**config.mk**
```make
export PLATFORM = sky130hd
export DESIGN_NAME = mem_arbiter
export DESIGN_NICKNAME = d
export VERILOG_FILES = /design/src/rtl/mem_arbiter.sv
export SDC_FILE = /design/constraint.sdc
export NUM_CORES = 1
export LEC_CHECK = 0
export ABC_CLOCK_PERIOD_IN_PS = 1300
export BUFFER_PORTS_ARGS = -buffer_cell sky130_fd_sc_hd__buf_2
export CAP_MARGIN = 20
export CORE_MARGIN = 8
export CORE_UTILIZATION = 35
export DETAILED_ROUTE_END_ITERATION = 10
export PLACE_DENSITY_LB_ADDON = 0.3
export SYNTH_ARGS = -nofsm -noshare
export SYNTH_HDL_FRONTEND = slang
export SYNTH_SLANG_ARGS = --single-unit
```
**constraint.sdc**
```tcl
create_clock -name clk -period 1.3 [get_ports clk]
set_input_delay 0.13 -clock clk [delete_from_list [all_inputs] [get_ports clk]]
set_output_delay 0.13 -clock clk [all_outputs]
set_load 0.02 [all_outputs]
```
**src/rtl/mem_arbiter.sv**
```systemverilog
// mem_arbiter
//   Shares one multi-cycle, pipelined main memory between the I-cache and the
//   D-cache. Block fills are issued as WORDS back-to-back reads, and the
//   returning words are counted back in. D-cache stores go out as single-word
//   writes. The D side wins simultaneous requests, and a running operation is
//   never preempted. After reset the arbiter waits long enough for reads still
//   in flight from an aborted fill to come back from memory before it grants
//   again.
//
// Ports
//   clk, rst          clock, synchronous active-high reset
//   i_req, i_addr     I-cache fill request (level) and miss address
//   d_req, d_wr       D-cache request (level); d_wr=1 store, 0 block fill
//   d_addr, d_wdata   D-cache address and store data
//   mem_rdata         memory read data
//   mem_valid         mem_rdata valid this cycle
//   mem_en, mem_wr    memory access strobe and write qualifier
//   mem_addr          memory access address
//   mem_wdata         store data to memory (d_wdata pass-through)
//   i_fill_valid      fill word for the I side on fill_data this cycle
//   d_fill_valid      fill word for the D side on fill_data this cycle
//   fill_idx          word index within the block of the current fill word
//   fill_data         mem_rdata pass-through
//   i_done, d_done    one-cycle completion pulses
module mem_arbiter #(
  parameter int ADDR_W  = 16,
  parameter int DATA_W  = 16,
  parameter int WORDS   = 8,
  parameter int MEM_LAT = 4
) (
  input  logic                      clk,
  input  logic                      rst,
  input  logic                      i_req,
  input  logic [ADDR_W-1:0]         i_addr,
  input  logic                      d_req,
  input  logic                      d_wr,
  input  logic [ADDR_W-1:0]         d_addr,
  input  logic [DATA_W-1:0]         d_wdata,
  input  logic [DATA_W-1:0]         mem_rdata,
  input  logic                      mem_valid,
  output logic                      mem_en,
  output logic                      mem_wr,
  output logic [ADDR_W-1:0]         mem_addr,
  output logic [DATA_W-1:0]         mem_wdata,
  output logic                      i_fill_valid,
  output logic                      d_fill_valid,
  output logic [$clog2(WORDS)-1:0]  fill_idx,
  output logic [DATA_W-1:0]         fill_data,
  output logic                      i_done,
  output logic                      d_done
);

  localparam int IDX_W = $clog2(WORDS);
  localparam int CNT_W = IDX_W + 1;
  localparam int LAT_W = (MEM_LAT > 0) ? $clog2(MEM_LAT + 1) : 1;
  // Byte offset within one block of WORDS 2-byte words.
  localparam logic [ADDR_W-1:0] BLK_MASK = ADDR_W'(WORDS * 2 - 1);

  typedef enum logic [2:0] {
    S_DRAIN,
    S_IDLE,
    S_DWRITE,
    S_FILL,
    S_DONE
  } state_t;

  state_t             state;
  state_t             next_state;
  logic [LAT_W-1:0]   drain_cnt;
  logic [CNT_W-1:0]   issue_cnt;
  logic [IDX_W-1:0]   recv_cnt;
  logic               owner_d;
  logic [ADDR_W-1:0]  base;

  assign fill_data = mem_rdata;
  assign mem_wdata = d_wdata;

  // ---- state register and counters ----
  always_ff @(posedge clk) begin
    if (rst) begin
      state     <= S_DRAIN;
      drain_cnt <= LAT_W'(MEM_LAT);
      issue_cnt <= '0;
      recv_cnt  <= '0;
      owner_d   <= 1'b0;
    end else begin
      state <= next_state;
      case (state)
        S_DRAIN: begin
          if (drain_cnt != '0) drain_cnt <= drain_cnt - LAT_W'(1);
        end
        S_IDLE: begin
          issue_cnt <= '0;
          recv_cnt  <= '0;
          if (d_req)      owner_d <= 1'b1;
          else if (i_req) owner_d <= 1'b0;
        end
        S_FILL: begin
          if (issue_cnt < CNT_W'(WORDS)) issue_cnt <= issue_cnt + CNT_W'(1);
          // recv_cnt wraps to 0 on the last word; the FSM leaves FILL then.
          if (mem_valid) recv_cnt <= recv_cnt + IDX_W'(1);
        end
        default: ;
      endcase
    end
  end

  // Block base is datapath: latched on every IDLE cycle, only used in FILL.
  always_ff @(posedge clk) begin
    if (state == S_IDLE) base <= (d_req ? d_addr : i_addr) & ~BLK_MASK;
  end

  // ---- next-state logic ----
  always_comb begin
    next_state = state;
    case (state)
      S_DRAIN:  if (drain_cnt == '0) next_state = S_IDLE;
      S_IDLE: begin
        if (d_req)      next_state = d_wr ? S_DWRITE : S_FILL;
        else if (i_req) next_state = S_FILL;
      end
      S_DWRITE: next_state = S_DONE;
      S_FILL:   if (mem_valid && recv_cnt == IDX_W'(WORDS - 1)) next_state = S_DONE;
      // Requester drops req during DONE; going straight to IDLE avoids a regrant.
      S_DONE:   next_state = S_IDLE;
      default:  next_state = S_DRAIN;
    endcase
  end

  // ---- outputs ----
  always_comb begin
    mem_en       = 1'b0;
    mem_wr       = 1'b0;
    mem_addr     = '0;
    i_fill_valid = 1'b0;
    d_fill_valid = 1'b0;
    fill_idx     = '0;
    i_done       = 1'b0;
    d_done       = 1'b0;
    case (state)
      S_DWRITE: begin
        mem_en   = 1'b1;
        mem_wr   = 1'b1;
        mem_addr = d_addr;
      end
      S_FILL: begin
        if (issue_cnt < CNT_W'(WORDS)) begin
          mem_en   = 1'b1;
          mem_addr = base + ADDR_W'({issue_cnt, 1'b0});
        end
        i_fill_valid = mem_valid & ~owner_d;
        d_fill_valid = mem_valid & owner_d;
        fill_idx     = recv_cnt;
      end
      S_DONE: begin
        i_done = ~owner_d;
        d_done = owner_d;
      end
      default: ;
    endcase
  end

endmodule

```
==> summary.txt, run 1 <==
Status
  – Status: finished with violations
  – Failing checks: negative setup slack

Clock network
  – CTS buffer count: 3
  – Clock buffer depth: 2
  – H-tree levels: 1
  – CTS Hold Buffers Added: 0
  – Sink Count: 26
  – Clock network latency to the later pin of the worst-skew pair: ~0.27 ns
  – TritonCTS clock tree: built
  – CTS Root Cell: clkbuf_8
  – Clock transition at path regs: approximately 0.10 ns

Synth
  – Xor/xnor share of the synthesized area: 0.00520
  – Synth area leaders: edfxtp_1, dfxtp_1, buf_4
  – Synth Flop Type: dfxtp_1
  – Netlist cell types: 38
  – Seq/Total Area, Yosys: 0.380
  – Post-Syn Instances: 163
  – Syn_area_per_cell: 10.3 sq um
  – Mux cell area share after synthesis: 0.0802
  – Async SR Flop Fraction: 0
  – Synth top area share: 0.214
  – EDFF count, synth: 12
  – Netlist Area Pre-Place: roughly 0.0017 sq mm
  – Adder-cell area share of the yosys netlist: 0.0371
  – Syn_nets: around 240
  – Area share of and/or/nand/nor cells after synthesis: 0.158
  – Largest family of logic cells by synthesized area: buffers and inverters
  – YS warnings: 0
  – Post-synthesis register bit count: 26
  – Compound-Gate Fraction of Synth Area: 0.140
  – Area leader, netlist: edfxtp_1

Global route
  – Initial antenna violation count: 0
  – Global Route Usage Sum: 0.129
  – Largest net degree at the start of global routing: 18
  – Total gr overflow: 0
  – First-pass GRT wire length: roughly 7.7 mm
  – Number of global-route vias before repair: ~1600

Die
  – Die Wd: approximately 85 um
  – IO Pins: between 100 and 150
  – Chip Height: between 80 and 90 um
  – Core area: roughly 0.0047 sq mm
  – Starting density of the core: 0.359
  – Row count: 25
  – Die ar.: between 0.007 and 0.008 sq mm

Route
  – Avg WL per Cell: between 15 and 20 um
  – Initial drt markers: 54
  – Routed wire length: between 4 and 5 mm
  – Drt via density: roughly 5.3
  – Routed Antenna Nets: 0
  – Drt first pass iters: 4
  – Remaining DRCs: 0
  – Via count: about 1400

Layout
  – FILL cells: just under 400
  – Area Overhead vs Synth: 53.5%
  – Ratio of cells with drive above 1 in the final layout: 0.726
  – Final Non-Filler Cells: 273
  – N_diodes: 0
  – Fin nets: 295

Power and ir drop
  – Pwr Total: around 3900 uW
  – Pleak: around 0.0011 uW
  – Power Dens Cells: around 1500 mW/mm^2
  – Max VDD drop: about 0.84 mV

Run
  – Max-Cap Viols: 0

Hold path
  – Hold Startpoint: i_req
  – Tightest Hold Check Type: in2reg
  – Hold Path End: state[1]
  – Hold depth: 3

Critical path
  – Reg-to-reg endpoint: issue_cnt[2]
  – Crit Reg-Reg Startpoint: state[2]
  – CP max stage cell: dfxtp_2
  – Crit path launch: issue_cnt[3]
  – CP startpoint kind: register
  – Crit. End Element: output pin
  – Worst Path Required: 1.17 ns
  – Max FO, Critical Path: 6
  – Worst r2r path cells: 6
  – CP Class: reg2out
  – CP max stage delay: 0.35 ns
  – Arrival @ worst endpoint: about 1.5 ns
  – Worst-path cell chain: nor4bb_4 -> buf_4 -> buf_12 -> a22o_1 -> buf_6
  – Worst reg-to-reg setup slack: -0.25 ns

Timing
  – Worst Setup Slack, final: -0.362 ns
  – Final period util: 1.28
  – Endpoints failing setup: ~50
  – Slew HR: 0.743
  – Skew final: a little under 0.006 ns
  – Fmax achieved: roughly 600 MHz
  – Unrepaired setup endpoints after global routing: yes
  – Crit path time final: ~1.7 ns
  – Hold Slack: around 0.14 ns
  – Fin. Hold Viols: 0
  – Fin. max-slew vios: 0
  – Worst Tran Pin Value: roughly 0.38 ns

Placed design
  – DP Cell Count: 250
  – DPL Wire Length: around 3.2 mm
  – RePlAce Congestion: around 0.73
  – Setup slack at placement: -0.0953 ns
  – Port buffer count: between 50 and 60
==> cells by family after synthesis <==
kind of cell	Yosys count
flops	26
fa+ha+maj	5
mux	12
simple gates	40
compound gates	31
xor+xnor	1
buf+inv	48
==> cells in the mapped netlist (all sizes together), types with 2 or more instances <==
library cell / n
clkbuf: 2
nor2: 7
inv: 6
and3: 5
nand4: 2
edfxtp: 12
mux2: 12
nand2: 4
a21oi: 9
or2: 2
a211oi: 2
dfxtp: 14
nand3: 5
a22o: 14
nor3: 2
nand3b: 3
nand2b: 3
ha: 5
buf: 39
==> routing by layer <==
| metal | global-route usage | part of all wire | up-vias |
|---|---|---|---|
| met5 | 0 | 0 | - |
| met4 | 0.0525 | 0.021 | 0 |
| met3 | 0.0425 | 0.075 | 19 |
| met2 | 0.225 | 0.50 | 57 |
| met1 | 0.141 | 0.41 | 697 |
| li1 | - | - | 672 |
==> sequential cells by signal, summed over array words and instances, names as in the netlist <==
name	flops
owner_d	1
base	12
drain_cnt	3
issue_cnt	4
state	3
recv_cnt	3
==> where the power goes <==
group | internal, uW | switching (uW)
sequential | 1080 | 85.9
combinational | 1040 | 974
clock | 412 | 275
total | 2530 | 1330
==> placed cells by master (no fill, tap or decap), types with 4 or more instances in the layout <==
cell / synthesis / final
a21oi_2: 0 / 5
a22o_1: 14 / 6
a22o_4: 0 / 8
and3_4: 0 / 5
buf_2: 3 / 33
buf_4: 35 / 18
buf_6: 1 / 35
dfxtp_1: 14 / 8
dfxtp_2: 0 / 5
edfxtp_1: 12 / 12
inv_1: 6 / 4
mux2_2: 12 / 12
nand2_1: 4 / 4
nor2_1: 6 / 5
==> how the worst max path moves through the flow <==
stage / end
final: mem_addr[9]
after global routing: mem_addr[9]
after CTS: mem_addr[9]
after detailed placement: mem_addr[9]
after global placement: drain_cnt[0]
after floorplan: drain_cnt[2]
==> layout make-up <==
type,count,area (sq um),area share
Clock buffer,3,41.3,0.0160
Multi-Input combinational cell,89,955,0.369
Sequential cell,26,651,0.252
Tap cell,54,67.6,0.0261
Timing Repair Buffer,90,777,0.300
Inverter,7,38.8,0.0150
Clock inverter,1,30.0,0.0116
Timing Repair inverter,3,26.3,0.0102
==> stage by stage <==
step           area [sq um]  TNS [ns]  utilization
5_1_grt                2590    -12.74        0.551
6_report               2590    -10.44        0.551
3_3_place_gp           1970    -0.925        0.420
2_1_floorplan          1770    -0.208            -
3_5_place_dp           1970     -1.34        0.420
4_1_cts                2510     -8.36        0.535
==> timing repair <==
| action | CTS | global route |
|---|---|---|
| buffers inserted | 15 | 5 |
| cloned | 4 | 1 |
| setup endpoints to repair | 36 | 51 |
| pin swaps | 28 | 17 |
| resized for setup | 86 | 22 |
==> critical path, delay by kind of cell (launching register included) <==
kind / cells / cell delay (ns)
buffers and inverters: 3 / 0.45
flip-flops: 1 / 0.35
AND/OR/NAND/NOR: 1 / 0.29
AO/OA/AOI/OAI: 1 / 0.16
(Power assumes the default switching activity.)
==> run 2, diff against run 1 <==
- ABC_CLOCK_PERIOD_IN_PS: 1300 -> 2100
- clock period: 1.3 -> 2.1 ns (I/O delays scaled with it)
==> run 2 against run 1 <==
Critical path type unchanged. Clock-buffer cell count unchanged. Sequential power decreased by 38%. Cell count down 12%. Worst setup slack improved by 0.54 ns. Utilization down 16 points. Via count down 14%. Register-to-register slack better by 0.75 ns. Combinational power is 68% lower. The run now ends clean. Global-route usage fell by 3.0 points.
==> summary.txt, run 2 (same netlist as run 1, synthesis figures left out) <==
Status
  – Status: complete, no violations

Die
  – Die Wd: 85.4 um
  – Row count: 25
  – IO Pins: approximately 130
  – Die ar.: approximately 0.0073 sq mm
  – Chip Height: about 85 um
  – Starting density of the core: 0.359
  – Core area: between 0.004 and 0.005 sq mm

Clock network
  – CTS Hold Buffers Added: 0
  – CTS buffer count: 3
  – TritonCTS clock tree: built
  – Setup bufs post-CTS: 0
  – Clock transition at path regs: 0.09 ns
  – # resized after CTS: 1
  – CTS Root Cell: clkbuf_8
  – Clock network latency to the later pin of the worst-skew pair: 0.27 ns
  – H-tree levels: 1
  – Clock buffer depth: 2
  – Sink Count: 26

Power and ir drop
  – Clock power share: 0.174
  – Total internal power: roughly 1100 uW
  – Pleak: 0.000829 uW
  – Comb pwr share: 0.388
  – Reg power frac: 0.438
  – Net Sw Frac: 0.362
  – Max VDD drop: between 0.5 and 0.6 mV
  – Sw power: about 600 uW
  – Power Dens Cells: between 900 and 1000 mW/mm^2

Placed design
  – Port buffer count: 58
  – DPL Wire Length: about 2.9 mm
  – RePlAce Congestion: between 0.6 and 0.7

Route
  – Avg WL per Cell: 15.6 um
  – Routed wire length: 3.76 mm
  – Top sig layer: met4
  – Routed Antenna Nets: 0
  – Drt first pass iters: 2
  – Remaining DRCs: 0
  – M1 wire length: around 1.7 mm
  – Via count: approximately 1200
  – Metal2 WL: between 1.5 and 2 mm
  – Drt via density: about 5
  – Initial drt markers: 55
  – Wire length on met3: 516 um

Timing
  – Slew HR: 0.741
  – Worst Tran Pin Value: between 0.3 and 0.4 ns
  – Fin. max-slew vios: 0
  – Unrepaired setup endpoints after global routing: no
  – Setup TNS: 0 ns
  – Fin. Hold Viols: 0
  – Final period util: 0.917
  – Crit path time final: 1.92 ns
  – Skew final: 0.00781 ns
  – Endpoints failing setup: 0
  – Hold Slack: about 0.22 ns
  – Fmax achieved: approximately 520 MHz

Critical path
  – CP startpoint kind: register
  – CP Class: reg2out
  – Worst Path Required: between 1.5 and 2 ns
  – Worst reg-to-reg setup slack: ~0.5 ns
  – Arrival @ worst endpoint: around 1.7 ns
  – Crit. End Element: output pin
  – Max FO, Critical Path: 21

Layout
  – Final core occ: 0.388
  – Ratio of cells with drive above 1 in the final layout: 0.449
  – N_diodes: 0
  – Largest registers: base x12, issue_cnt x4
  – Area Overhead vs Synth: 7.94%
  – Largest reg by FF count: base
  – Commonest cells after routing, fill and taps aside: buf_2, a22o_1, dfxtp_1
  – Fin nets: about 260
  – Most common cell after layout, fill and taps aside: buf_2
  – Largest register FFs: 12

Global route
  – Number of global-route vias before repair: approximately 1300
  – First-pass GRT wire length: 6.04 mm
  – Global Route Usage Sum: 0.0992
  – Total gr overflow: 0
  – Largest net degree at the start of global routing: 22
  – Initial antenna violation count: 0

Run
  – Max-Cap Viols: 0

Hold path
  – Tightest Hold Check Type: in2reg
==> run 2: stage by stage <==
step	setup WS, ns	std cells	cell area [sq um]	power (uW)
floorplan	0.634	163	1690	1320
global placement	0.290	237	1770	1370
detailed placement	0.287	237	1770	1380
CTS	0.159	241	1820	1680
global route	0.0586	241	1820	1770
finish	0.175	241	1820	1650
==> run 2: metal layers <==
metal	GRT usage	vias to the layer above
met4	0.0223	0
met3	0.0560	6
met2	0.152	78
met1	0.117	550
met5	0	-
li1	-	603
==> run 2: cell type report <==
cell class                      count  area [sq um]
Clock inverter                      1          3.75
Clock buffer                        3          41.3
Multi-Input combinational cell     89           714
Timing Repair Buffer               61           313
Tap cell                           54          67.6
Fill cell                         478          2870
Inverter                            7          38.8
Sequential cell                    26           641
==> run 2: worst max-delay path: stages, from the launching register on <==
cell and delay (ns):
dfxtp_1 0.50, nor4bb_4 0.33, buf_4 0.28, a22o_1 0.17, buf_2 0.16
==> run 2: final timing paths <==
path         cells past startpoint            to   startpoint
max                              4  mem_addr[10]     state[1]
min                              3       owner_d        i_req
max reg2reg                      4  issue_cnt[2]     state[2]
min reg2reg                      2   recv_cnt[2]  recv_cnt[2]
==> run 2: power groups by stage <==
stage,Clock [uW],Combinational (uW),Sequential [uW]
floorplan,0,613,707
global placement,0,643,732
detailed placement,0,649,735
CTS,302,655,727
global route,318,718,737
finish,288,642,725
